## src/rtl/apb_pkg.sv

```systemverilog
// Shared types and constants for the APB master bridge.
// State encoding and timeout counter width used by the bridge and its counter.
package apb_pkg;

  typedef enum logic [1:0] {
    IDLE   = 2'd0,
    SETUP  = 2'd1,
    ACCESS = 2'd2,
    RESP   = 2'd3
  } e_apb_state;

  localparam int APB_TO_W = 8;

endpackage

```

## src/rtl/apb_timeout_ctr.sv

```systemverilog
// ACCESS-phase wait counter: saturating, synchronous clear has priority over count.
// expired is a pure compare of the current count against limit (no added latency).
module apb_timeout_ctr
  import apb_pkg::*;
(
  input  logic                clk,
  input  logic                reset,
  input  logic                clr,
  input  logic                en,
  input  logic [APB_TO_W-1:0] limit,
  output logic                expired,
  output logic [APB_TO_W-1:0] count
);

  logic [APB_TO_W-1:0] count_q, count_d;

  always_comb begin
    count_d = count_q;
    if (clr) begin
      count_d = '0;
    end else if (en && (count_q != {APB_TO_W{1'b1}})) begin
      count_d = count_q + 1'b1;
    end
  end

  always_ff @(posedge clk or negedge reset) begin
    if (!reset) begin
      count_q <= '0;
    end else begin
      count_q <= count_d;
    end
  end

  assign count   = count_q;
  assign expired = (count_q == limit);

endmodule

```

## src/rtl/apb_master_bridge.sv

```systemverilog
// Single-command APB master: IDLE -> SETUP -> ACCESS (bounded wait on pready) -> RESP.
// Zero-wait response 3 cycles after accept; no buffering, cmd_ready only in IDLE; RESP holds until rsp_ready.
module apb_master_bridge
  import apb_pkg::*;
#(
  parameter int ADDR_WIDTH     = 2,
  parameter int DATA_WIDTH     = 9,
  parameter int TIMEOUT_CYCLES = 16
) (
  input  logic                  clk,
  input  logic                  reset,
  input  logic                  cmd_valid,
  output logic                  cmd_ready,
  input  logic                  cmd_write,
  input  logic [ADDR_WIDTH-1:0] cmd_addr,
  input  logic [DATA_WIDTH-1:0] cmd_wdata,
  output logic                  rsp_valid,
  input  logic                  rsp_ready,
  output logic [DATA_WIDTH-1:0] rsp_rdata,
  output logic                  rsp_err,
  output logic                  rsp_timeout,
  output logic                  psel,
  output logic                  penable,
  output logic                  pwrite,
  output logic [ADDR_WIDTH-1:0] paddr,
  output logic [DATA_WIDTH-1:0] pwdata,
  input  logic [DATA_WIDTH-1:0] prdata,
  input  logic                  pready,
  input  logic                  pslverr
);

  localparam logic [APB_TO_W-1:0] TO_LIMIT = APB_TO_W'(TIMEOUT_CYCLES - 1);

  e_apb_state            state_q, state_d;
  logic                  psel_q, psel_d;
  logic                  penable_q, penable_d;
  logic                  pwrite_q, pwrite_d;
  logic [ADDR_WIDTH-1:0] paddr_q, paddr_d;
  logic [DATA_WIDTH-1:0] pwdata_q, pwdata_d;
  logic                  rsp_valid_q, rsp_valid_d;
  logic [DATA_WIDTH-1:0] rsp_rdata_q, rsp_rdata_d;
  logic                  rsp_err_q, rsp_err_d;
  logic                  rsp_timeout_q, rsp_timeout_d;

  logic                  ctr_clr, ctr_en, ctr_expired;
  logic [APB_TO_W-1:0]   ctr_count;

  apb_timeout_ctr u_timeout_ctr (
    .clk     (clk),
    .reset   (reset),
    .clr     (ctr_clr),
    .en      (ctr_en),
    .limit   (TO_LIMIT),
    .expired (ctr_expired),
    .count   (ctr_count)
  );

  always_comb begin
    state_d       = state_q;
    psel_d        = psel_q;
    penable_d     = penable_q;
    pwrite_d      = pwrite_q;
    paddr_d       = paddr_q;
    pwdata_d      = pwdata_q;
    rsp_valid_d   = rsp_valid_q;
    rsp_rdata_d   = rsp_rdata_q;
    rsp_err_d     = rsp_err_q;
    rsp_timeout_d = rsp_timeout_q;
    ctr_clr       = 1'b0;
    ctr_en        = 1'b0;

    case (state_q)
      IDLE: begin
        if (cmd_valid) begin
          pwrite_d  = cmd_write;
          paddr_d   = cmd_addr;
          pwdata_d  = cmd_wdata;
          psel_d    = 1'b1;
          penable_d = 1'b0;
          state_d   = SETUP;
        end
      end
      SETUP: begin
        penable_d = 1'b1;
        ctr_clr   = 1'b1;
        state_d   = ACCESS;
      end
      ACCESS: begin
        // pready wins over an expiry landing in the same cycle
        if (pready) begin
          rsp_rdata_d   = pwrite_q ? '0 : prdata;
          rsp_err_d     = pslverr;
          rsp_timeout_d = 1'b0;
          psel_d        = 1'b0;
          penable_d     = 1'b0;
          rsp_valid_d   = 1'b1;
          state_d       = RESP;
        end else if (ctr_expired) begin
          rsp_rdata_d   = '0;
          rsp_err_d     = 1'b1;
          rsp_timeout_d = 1'b1;
          psel_d        = 1'b0;
          penable_d     = 1'b0;
          rsp_valid_d   = 1'b1;
          state_d       = RESP;
        end else begin
          ctr_en = (ctr_count < TO_LIMIT);
        end
      end
      RESP: begin
        if (rsp_ready) begin
          rsp_valid_d = 1'b0;
          state_d     = IDLE;
        end
      end
      default: state_d = IDLE;
    endcase
  end

  always_ff @(posedge clk or negedge reset) begin
    if (!reset) begin
      state_q       <= IDLE;
      psel_q        <= 1'b0;
      penable_q     <= 1'b0;
      pwrite_q      <= 1'b0;
      paddr_q       <= '0;
      pwdata_q      <= '0;
      rsp_valid_q   <= 1'b0;
      rsp_rdata_q   <= '0;
      rsp_err_q     <= 1'b0;
      rsp_timeout_q <= 1'b0;
    end else begin
      state_q       <= state_d;
      psel_q        <= psel_d;
      penable_q     <= penable_d;
      pwrite_q      <= pwrite_d;
      paddr_q       <= paddr_d;
      pwdata_q      <= pwdata_d;
      rsp_valid_q   <= rsp_valid_d;
      rsp_rdata_q   <= rsp_rdata_d;
      rsp_err_q     <= rsp_err_d;
      rsp_timeout_q <= rsp_timeout_d;
    end
  end

  assign cmd_ready   = (state_q == IDLE);
  assign psel        = psel_q;
  assign penable     = penable_q;
  assign pwrite      = pwrite_q;
  assign paddr       = paddr_q;
  assign pwdata      = pwdata_q;
  assign rsp_valid   = rsp_valid_q;
  assign rsp_rdata   = rsp_rdata_q;
  assign rsp_err     = rsp_err_q;
  assign rsp_timeout = rsp_timeout_q;

endmodule

```

## config.mk

```make
export PLATFORM = sky130hd
export DESIGN_NAME = apb_master_bridge
export DESIGN_NICKNAME = d
export VERILOG_FILES = /design/src/rtl/apb_pkg.sv /design/src/rtl/apb_timeout_ctr.sv /design/src/rtl/apb_master_bridge.sv
export SDC_FILE = /design/constraint.sdc
export NUM_CORES = 1
export LEC_CHECK = 0
export CORE_MARGIN = 8
export CORE_UTILIZATION = 45
export CTS_CLUSTER_SIZE = 24
export DETAILED_ROUTE_END_ITERATION = 7
export PLACE_DENSITY = 0.92
export RECOVER_POWER = 100
export SETUP_SLACK_MARGIN = 0.2
export SLEW_MARGIN = 40
export SYNTH_ARGS = -nofsm -noshare
export SYNTH_HDL_FRONTEND = slang
export SYNTH_SLANG_ARGS = --single-unit
```

## constraint.sdc

```tcl
create_clock -name clk -period 3.22 [get_ports clk]
set_clock_uncertainty 0.05 [all_clocks]
set_input_delay 0.644 -clock clk [delete_from_list [all_inputs] [get_ports clk]]
set_output_delay 0.644 -clock clk [all_outputs]
set_load 0.01 [all_outputs]
```

==> impl_metrics.py, run 1 <==
metrics = {
    "status": {
        "outcome": "finished, final reports clean",
    },
    "clock_network": {
        "post_cts_buffers": 0,
        "cts_hold_buf": 0,
        "cts_resized": 0,
        "clk_latency_ns": 0.33,
        "cts_buffers": 5,
        "cts.sinks": 36,
        "cts_root_buf": "clkbuf_4",
        "clk_pin_slew_ns": 0.11,
        "htreeDepth": 2,
        "tritoncts": "built",
        "clock_path_buffers": 2,
    },
    "critical_path": {
        "critPathRequiredTime_ns": 2.53,
        "regToRegSetupSlack_ns": 0.79,
        "reg2reg_depth": 4,
        "crit_path_end_kind": "output port",
        "r2r_start": "u_timeout_ctr.count[6]",
        "critPathArrivalTime_ns": 1.75,
        "rr_endpoint": "state_q[1]",
        "worstSetupPathType": "reg -> out",
        "critPathMaxFanout": 5,
        "cp-start-kind": "flip-flop",
    },
    "die": {
        "start_util_pct": 46.3,
        "die-area_um2": 5530,
        "core_um2": 3310,
        "row_count": 21,
        "die_h_um": 74.3,
        "die_x_um": 74.3,
        "pin_count": 54,
    },
    "timing": {
        "slew_violations": 0,
        "period_share_pct": 76.0,
        "clock.fmax_mhz": 409,
        "holdWs_ns": 0.462,
        "period_minus_slack_ns": 2.45,
        "rsz0062_at_grt": "false",
        "setup_tns_ns": 0,
        "setup_ws_ns": 0.772,
        "hold_violations": 0,
        "worstMarginPinSlew_ns": 1.01,
        "setup_viol": 0,
        "slew-limit-headroom_pct": 32.4,
    },
    "routing": {
        "post-route-drc-count": 0,
        "drtIter0Drc": 77,
        "wl_um": 3860,
        "via_per_inst": 5.22,
        "drtPass1Iterations": 4,
        "ant_nets": 0,
        "vias": 1148,
        "wl_per_cell_um": 17.5,
    },
    "power_and_ir_drop": {
        "p_leak_nw": 0.992,
        "ir_drop_uv": 540,
        "power_w": 0.00185,
        "cellPowerDensity_nw_per_um2": 862,
    },
    "logic_synthesis": {
        "ys.flop_type": "dfrtp_1",
        "netlist.area_leader.share_pct": 58.8,
        "yosysWarnings": 0,
        "ys_async_sr_fraction_pct": 100,
        "syn_inst": 116,
        "ys_seq_area_share_pct": 58.8,
        "synth_edf_count": 0,
        "synth_top_area_cell": "dfrtp_1",
        "avgSynthCellArea_um2": 13.2,
        "synth_nets": 149,
        "synth-seq-cells": 36,
        "synth_area_leaders": "dfrtp_1 59%, mux2_2 10%, a22o_1 5.1%",
        "synth_cell_types": 29,
        "netlist_area_um2": 1530,
    },
    "place": {
        "portBuffers": 53,
        "place_inst": 212,
        "dpl_worst_slack_ns": 0.843,
        "hpwl_um": 3010,
        "gp_congestion": 0.756,
    },
    "worst_hold_path": {
        "worstHoldEndpoint": "rsp_rdata[3]",
        "hp-start": "rsp_rdata[3]",
        "hold_class": "reg -> reg",
        "min_delay_path_depth": 1,
    },
    "global_routing": {
        "first_global_vias": 1236,
        "grt_max_degree": 37,
        "track_usage_pct": 15.0,
        "antenna_found_initial": 0,
        "grt_pass1_wl_um": 6140,
        "grt_overflow_total": 0,
    },
    "cells_and_area": {
        "final_common_cell": "dfrtp_1",
        "drive_above_1_share_pct": 12.6,
        "finalNonFillerCells": 220,
        "final_cell_mix": "36 x dfrtp_1, 28 x dlygate4sd3_1, 25 x clkdlybuf4s50_1, 14 x mux2_2, 9 x a22o_1",
        "antenna_cells": 0,
        "final_nets": 206,
        "area.growth.synth_to_final_pct": 40.3,
    },
    "run": {
        "maxCapViolCount": 0,
    },
}
area by class of cell:
class                   count  area, um^2
well taps                  46        57.6
flip-flops and latches     36         901
repair buffers             54         538
inverters                   4        15.0
fillers                   276        1160
multi-input cells          72         561
clock buffers               6        41.3
clock inverters             2        35.0
worst max-delay path by stage:
stage	start	endpoint	slack (ns)	cells after the start
final	state_q[1]	cmd_ready	0.77	3
after global placement	pready	penable	0.92	5
after CTS	state_q[1]	cmd_ready	0.82	3
after global routing	u_timeout_ctr.count[6]	state_q[1]	0.64	4
after floorplan	state_q[0]	penable	1.37	7
after detailed placement	pready	penable	0.84	5
kinds of logic after synthesis:
family                     after synthesis  synth area share (%)
xor gates and xnor gates                 2                  1.14
muxes                                   15                  10.9
AOI/OAI and AO/OA                       20                  9.89
DFF                                     36                  58.8
and+or+nand+nor                         29                  11.8
adders and majority gates                6                  4.90
buffers and inverters                    8                  2.53
worst max-delay path: stages, from the launching register on:
cell and delay, ns:
dfrtp_1 0.45, inv_1 0.10, ha_1 0.23, dlygate4sd3_1 0.63
per-stage QoR:
step	area (um^2)	utilization, %
CTS	2180	65.8
finish	2150	64.9
floorplan	1530	-
global placement	2100	63.5
global route	2150	64.9
detailed placement	2100	63.5
state kept, by name, summed over array words and instances (netlist names):
signal and cells:
paddr 2, penable 1, psel 1, pwdata 9, pwrite 1, rsp_err 1, rsp_rdata 9, rsp_timeout 1
rsp_valid 1, state_q 2, u_timeout_ctr.count 8
cells in the mapped netlist, drive strengths merged, types with 2 or more instances:
master and number:
mux2 14, clkbuf 2, nor3 3, nor2b 6, o21ai 2, buf 2
dfrtp 36, a31oi 2, ha 6, inv 4, a22o 9, and3 2
xor2 2, nor2 5, nand3 4, a21oi 4, nand2 4
power breakdown:
group	total [W]	internal (W)	switching (W)
Sequential	0.000737	0.000627	0.000109
Clock	0.000308	0.000163	0.000145
Combinational	0.000807	0.000443	0.000364
Total	0.00185	0.00123	0.000619
routing by layer:
layer,track usage [%],vias to the layer above,part of all wire (%)
met5,0,-,0
met4,11.3,0,5.0
met3,3.37,17,4.5
met2,26.1,41,55
met1,15.4,567,36
li1,-,523,-
Note: power is estimated with default switching activity, not from simulation.
==> run 2, diff against run 1 <==
--- a/config.mk
+++ b/config.mk
@@ -6,10 +6,10 @@
 export NUM_CORES = 1
 export LEC_CHECK = 0
 export CORE_MARGIN = 8
-export CORE_UTILIZATION = 45
+export CORE_UTILIZATION = 40
 export CTS_CLUSTER_SIZE = 24
 export DETAILED_ROUTE_END_ITERATION = 7
-export PLACE_DENSITY = 0.92
+export PLACE_DENSITY = 0.87
 export RECOVER_POWER = 100
 export SETUP_SLACK_MARGIN = 0.2
 export SLEW_MARGIN = 40
==> constraint.sdc (replaced) <==
create_clock -name clk -period 2.1 [get_ports clk]
set_clock_uncertainty 0.05 [all_clocks]
set_input_delay 0.42 -clock clk [delete_from_list [all_inputs] [get_ports clk]]
set_output_delay 0.42 -clock clk [all_outputs]
set_load 0.01 [all_outputs]
==> run 2 against run 1 <==
Setup slack worse by 0.58 ns. Non-clock buffer count grew 2. Clock power rose by 62%. Largest power group unchanged. Critical path type is now reg -> reg. Combinational power rose by 54%. Sequential share of layout area down 0.93 points. Worst hold slack worse by 0.27 ns. Die area rose by 9.8%. First-iteration DRC count shrank 12%. Core utilization down 4.9 points. Critical path depth rose by 1. Largest cell class unchanged. Final cell count up 1.8%.
==> impl_metrics.py, run 2 (synthesized netlist as in run 1, its figures left out) <==
metrics = {
    "status": {
        "outcome": "finished, final reports clean",
    },
    "critical_path": {
        "cp-start-kind": "flip-flop",
        "crit_slowest_cell": "nor4_4",
        "reg2reg_depth": 4,
        "critPathLaunch": "u_timeout_ctr.count[6]",
        "max_stage_delay_ns": 0.47,
        "r2r_start": "u_timeout_ctr.count[6]",
        "regToRegSetupSlack_ns": 0.19,
        "critPathMaxFanout": 7,
        "critPathRequiredTime_ns": 2.22,
        "cp-endpoint": "state_q[1]",
        "worstSetupPathType": "reg -> reg",
        "crit_path_end_kind": "flip-flop",
        "critPathArrivalTime_ns": 2.03,
        "rr_endpoint": "state_q[1]",
        "crit_chain": "nor4_4, a21boi_0, nor3_1, mux2_2",
    },
    "global_routing": {
        "first_global_vias": 1257,
        "grt_pass1_wl_um": 6060,
        "grt_max_degree": 37,
        "grt_overflow_total": 0,
        "track_usage_pct": 12.5,
        "antenna_found_initial": 0,
    },
    "clock_network": {
        "clk_pin_slew_ns": 0.07,
        "post_cts_buffers": 0,
        "tritoncts": "built",
        "clk_latency_ns": 0.28,
        "cts_resized": 2,
        "cts_buffers": 5,
        "clock_path_buffers": 2,
        "htreeDepth": 2,
        "cts_hold_buf": 0,
        "cts_root_buf": "clkbuf_8",
        "cts.sinks": 36,
    },
    "timing": {
        "period_minus_slack_ns": 1.91,
        "setup_tns_ns": 0,
        "hold_violations": 0,
        "setup_ws_ns": 0.192,
        "slew-limit-headroom_pct": 42.2,
        "period_share_pct": 90.9,
        "setup_viol": 0,
        "worstMarginPinSlew_ns": 0.868,
        "slew_violations": 0,
        "rsz0062_at_grt": "false",
        "clock.fmax_mhz": 524,
    },
    "routing": {
        "wl_per_cell_um": 15.9,
        "post-route-drc-count": 0,
        "drtPass1Iterations": 4,
        "via_per_inst": 5.00,
        "drtIter0Drc": 68,
        "wl_um": 3550,
        "ant_nets": 0,
        "vias": 1120,
    },
    "place": {
        "hpwl_um": 2770,
        "dpl_worst_slack_ns": 0.0808,
        "gp_congestion": 0.750,
        "portBuffers": 53,
        "place_area_um2": 2120,
    },
    "die": {
        "die-area_um2": 6060,
        "die_h_um": 77.9,
        "core_um2": 3660,
        "start_util_pct": 41.8,
        "row_count": 22,
        "pin_count": 54,
        "die_x_um": 77.9,
    },
    "run": {
        "maxCapViolCount": 0,
    },
    "power_and_ir_drop": {
        "p_sw_w": 0.000942,
        "p_leak_nw": 1.02,
        "cellPowerDensity_nw_per_um2": 1300,
        "ir_drop_uv": 725,
        "internal_power_w": 0.00192,
        "power_w": 0.00286,
        "p_comb_share_pct": 43.2,
        "p_seq_share_pct": 39.4,
        "clkPwrFrac_pct": 17.4,
        "switching_share_pct": 32.9,
    },
    "cells_and_area": {
        "final_common_cell": "dfrtp_1",
        "multi_input_area_um2": 586,
        "antenna_cells": 0,
        "area.growth.synth_to_final_pct": 43.5,
        "final_nets": 208,
        "design_area_um2": 2200,
        "seq_area_um2": 901,
        "drive_above_1_share_pct": 15.9,
        "final_cell_mix": "36 x dfrtp_1, 26 x dlygate4sd3_1, 25 x clkdlybuf4s50_1, 14 x mux2_2, 9 x a22o_1",
        "fill_cells": 304,
    },
    "worst_hold_path": {
        "hold_class": "in -> async",
    },
}
## run 2: layout make-up
| type | instances | share of cell area (%) |
|---|---|---|
| multi-input cells | 72 | 26.7 |
| well taps | 48 | 2.73 |
| clock buffers | 6 | 3.76 |
| flip-flops and latches | 36 | 41.0 |
| inverters | 4 | 0.683 |
| clock inverters | 2 | 0.456 |
| repair buffers | 56 | 24.7 |
## run 2: power groups by stage
stage          Combinational [W]  Clock (W)  Sequential, W
6_report                 0.00124   0.000498        0.00113
5_1_grt                  0.00135   0.000546        0.00117
4_1_cts                  0.00136   0.000513        0.00114
3_5_place_dp             0.00136          0        0.00115
3_3_place_gp             0.00131          0        0.00112
2_1_floorplan           0.000563          0        0.00123
## run 2: metrics by stage
| step | instances | util, % | hold WS (ns) |
|---|---|---|---|
| 2_1_floorplan | 116 | - | 0.0744 |
| 3_3_place_gp | 216 | 57.8 | 0.436 |
| 3_5_place_dp | 216 | 57.8 | 0.445 |
| 4_1_cts | 224 | 60.4 | 0.192 |
| 5_1_grt | 224 | 60.0 | 0.264 |
| 6_report | 224 | 60.0 | 0.189 |
## run 2: how the worst min path moves through the flow
stage,startpoint,to,slack (ns),cells past startpoint
6_report,reset,psel,0.19,1
4_1_cts,reset,rsp_timeout,0.19,1
3_3_place_gp,rsp_rdata[7],rsp_rdata[7],0.44,1
3_5_place_dp,rsp_rdata[2],rsp_rdata[2],0.44,1
5_1_grt,reset,paddr[0],0.26,1
2_1_floorplan,reset,paddr[0],0.07,0
## run 2: worst max-delay path, delay by kind of cell (launching register included)
family,cells,cell delay (ns)
flops,1,0.41
compound gates,1,0.20
simple gates,2,0.76
mux,1,0.37
## run 2: per-layer routing
layer / GRT usage (%) / vias to the layer above / routed length [um]
met1: 14.3 / 535 / 1490
li1: - / 530 / -
met4: 6.23 / 0 / 76
met2: 19.4 / 49 / 1660
met5: 0 / - / 0
met3: 5.53 / 6 / 330
==> run 3, diff against run 2 <==
--- a/config.mk
+++ b/config.mk
@@ -11,6 +11,7 @@
 export DETAILED_ROUTE_END_ITERATION = 7
 export PLACE_DENSITY = 0.87
 export RECOVER_POWER = 100
+export REMOVE_ABC_BUFFERS = 1
 export SETUP_SLACK_MARGIN = 0.2
 export SLEW_MARGIN = 40
 export SYNTH_ARGS = -nofsm -noshare
==> run 3 against run 2 <==
Sequential cell count is the same. Design area increased by 0.85%. First-iteration DRC count grew 62%. Global-route usage down 0.29 points. Core utilization is 0.51 points higher. Worst hold slack gained 0.0053 ns. Sequential power about the same. Routed wire length rose by 1.5%. Highest routed layer unchanged.
==> impl_metrics.py, run 3 (synthesized netlist as in run 1, its figures left out) <==
metrics = {
    "power_and_ir_drop": {
        "cellPowerDensity_nw_per_um2": 1290,
        "p_seq_share_pct": 39.5,
        "clkPwrFrac_pct": 16.7,
        "internal_power_w": 0.00193,
        "ir_drop_uv": 646,
        "switching_share_pct": 32.4,
        "p_leak_nw": 1.02,
        "p_sw_w": 0.000925,
        "p_comb_share_pct": 43.8,
    },
    "cells_and_area": {
        "multi_input_area_um2": 587,
        "drive_above_1_share_pct": 16.8,
        "seq_area_um2": 901,
        "final_common_cell": "dfrtp_1",
        "area.growth.synth_to_final_pct": 44.7,
        "fill_cells": 304,
        "finalNonFillerCells": 227,
        "final_nets": 211,
        "antenna_cells": 0,
        "design_area_um2": 2220,
        "utilization_pct": 60.5,
        "final_cell_mix": "36 x dfrtp_1, 26 x dlygate4sd3_1, 25 x clkdlybuf4s50_1, 14 x mux2_2, 9 x a22o_1",
    },
    "timing": {
        "hold_violations": 0,
        "rsz0062_at_grt": "false",
        "slew_violations": 0,
        "period_share_pct": 89.9,
        "clock.fmax_mhz": 530,
        "setup_tns_ns": 0,
        "worstMarginPinSlew_ns": 0.864,
        "slew-limit-headroom_pct": 42.4,
        "holdWs_ns": 0.194,
        "period_minus_slack_ns": 1.89,
        "setup_viol": 0,
    },
    "routing": {
        "vias": 1151,
        "ant_nets": 0,
        "drtIter0Drc": 110,
        "wl_per_cell_um": 15.9,
        "drtPass1Iterations": 4,
        "post-route-drc-count": 0,
        "wl_um": 3610,
        "via_per_inst": 5.07,
    },
    "global_routing": {
        "track_usage_pct": 12.2,
        "grt_max_degree": 37,
        "grt_pass1_wl_um": 5950,
        "first_global_vias": 1305,
        "grt_overflow_total": 0,
        "antenna_found_initial": 0,
    },
    "die": {
        "row_count": 22,
        "die_h_um": 77.9,
        "die-area_um2": 6060,
        "die_x_um": 77.9,
        "start_util_pct": 41.8,
        "core_um2": 3660,
        "pin_count": 54,
    },
    "clock_network": {
        "clk_latency_ns": 0.28,
        "cts_hold_buf": 0,
        "cts_buffers": 5,
        "clk_pin_slew_ns": 0.06,
        "cts.sinks": 36,
        "cts_root_buf": "clkbuf_8",
        "clock_path_buffers": 2,
        "tritoncts": "built",
        "htreeDepth": 2,
    },
    "critical_path": {
        "r2r_start": "u_timeout_ctr.count[7]",
        "critPathMaxFanout": 10,
        "crit_family": "simple AND/OR/NAND/NOR gates",
        "path_buf_inv": 1,
        "crit_slowest_cell": "dfrtp_1",
        "crit_path_end_kind": "flip-flop",
        "worstSetupPathType": "reg -> reg",
        "critPathArrivalTime_ns": 2.00,
        "max_stage_delay_ns": 0.40,
        "critPathLaunch": "u_timeout_ctr.count[7]",
        "cp-start-kind": "flip-flop",
        "crit_chain": "nor4_4, clkbuf_4, a21oi_2, nand2b_1, a22o_1",
        "critPathRequiredTime_ns": 2.21,
    },
    "place": {
        "place_area_um2": 2120,
        "place_inst": 217,
        "gp_congestion": 0.785,
        "portBuffers": 53,
        "hpwl_um": 2850,
    },
    "run": {
        "maxCapViolCount": 0,
    },
    "status": {
        "outcome": "finished, final reports clean",
    },
    "worst_hold_path": {
        "hold_class": "in -> async",
    },
}
run 3: what timing repair did:
action / 4_1_cts / 5_1_grt
pin swaps: 0 / 1
resized for setup: 1 / 1
buffers inserted: 0 / 2
endpoints found under the setup margin: 1 / 6
endpoints found under the hold margin: 0 / 0
run 3: layer usage:
layer	vias to the layer above	GRT usage (%)	share of wire (%)
li1	536	-	-
met1	567	11.7	37
met2	40	22.1	52
met3	8	5.88	9.0
met4	0	4.53	1.5
met5	-	0	0
run 3: final timing paths:
path,endpoint,slack (ns),depth (start not counted)
max,rsp_rdata[3],0.21,5
min,paddr[1],0.19,1
max reg2reg,rsp_rdata[3],0.21,5
min reg2reg,rsp_rdata[2],0.45,1
max in group asynchronous,pwdata[5],1.26,1
min in group clk,rsp_rdata[2],0.45,1
run 3: stage by stage:
step	setup WS, ns	total power, W
floorplan	0.268	0.00178
global placement	0.158	0.00243
detailed placement	0.0775	0.00253
CTS	0.259	0.00302
global route	0.139	0.00305
finish	0.212	0.00285
run 3: cell type report:
class / instances / share of cell area [%]
Clock buffer: 8 / 4.07
Inverter: 4 / 0.678
Multi-Input combinational cell: 72 / 26.5
Sequential cell: 36 / 40.7
Tap cell: 48 / 2.71
Timing Repair Buffer: 59 / 25.4
run 3: power by group through the flow:
stage               Combinational (W)  Clock (W)  Sequential [W]
CTS                           0.00138   0.000503         0.00114
global route                  0.00136   0.000529         0.00117
floorplan                    0.000544          0         0.00123
global placement              0.00131          0         0.00113
finish                        0.00125   0.000477         0.00113
detailed placement            0.00137          0         0.00116
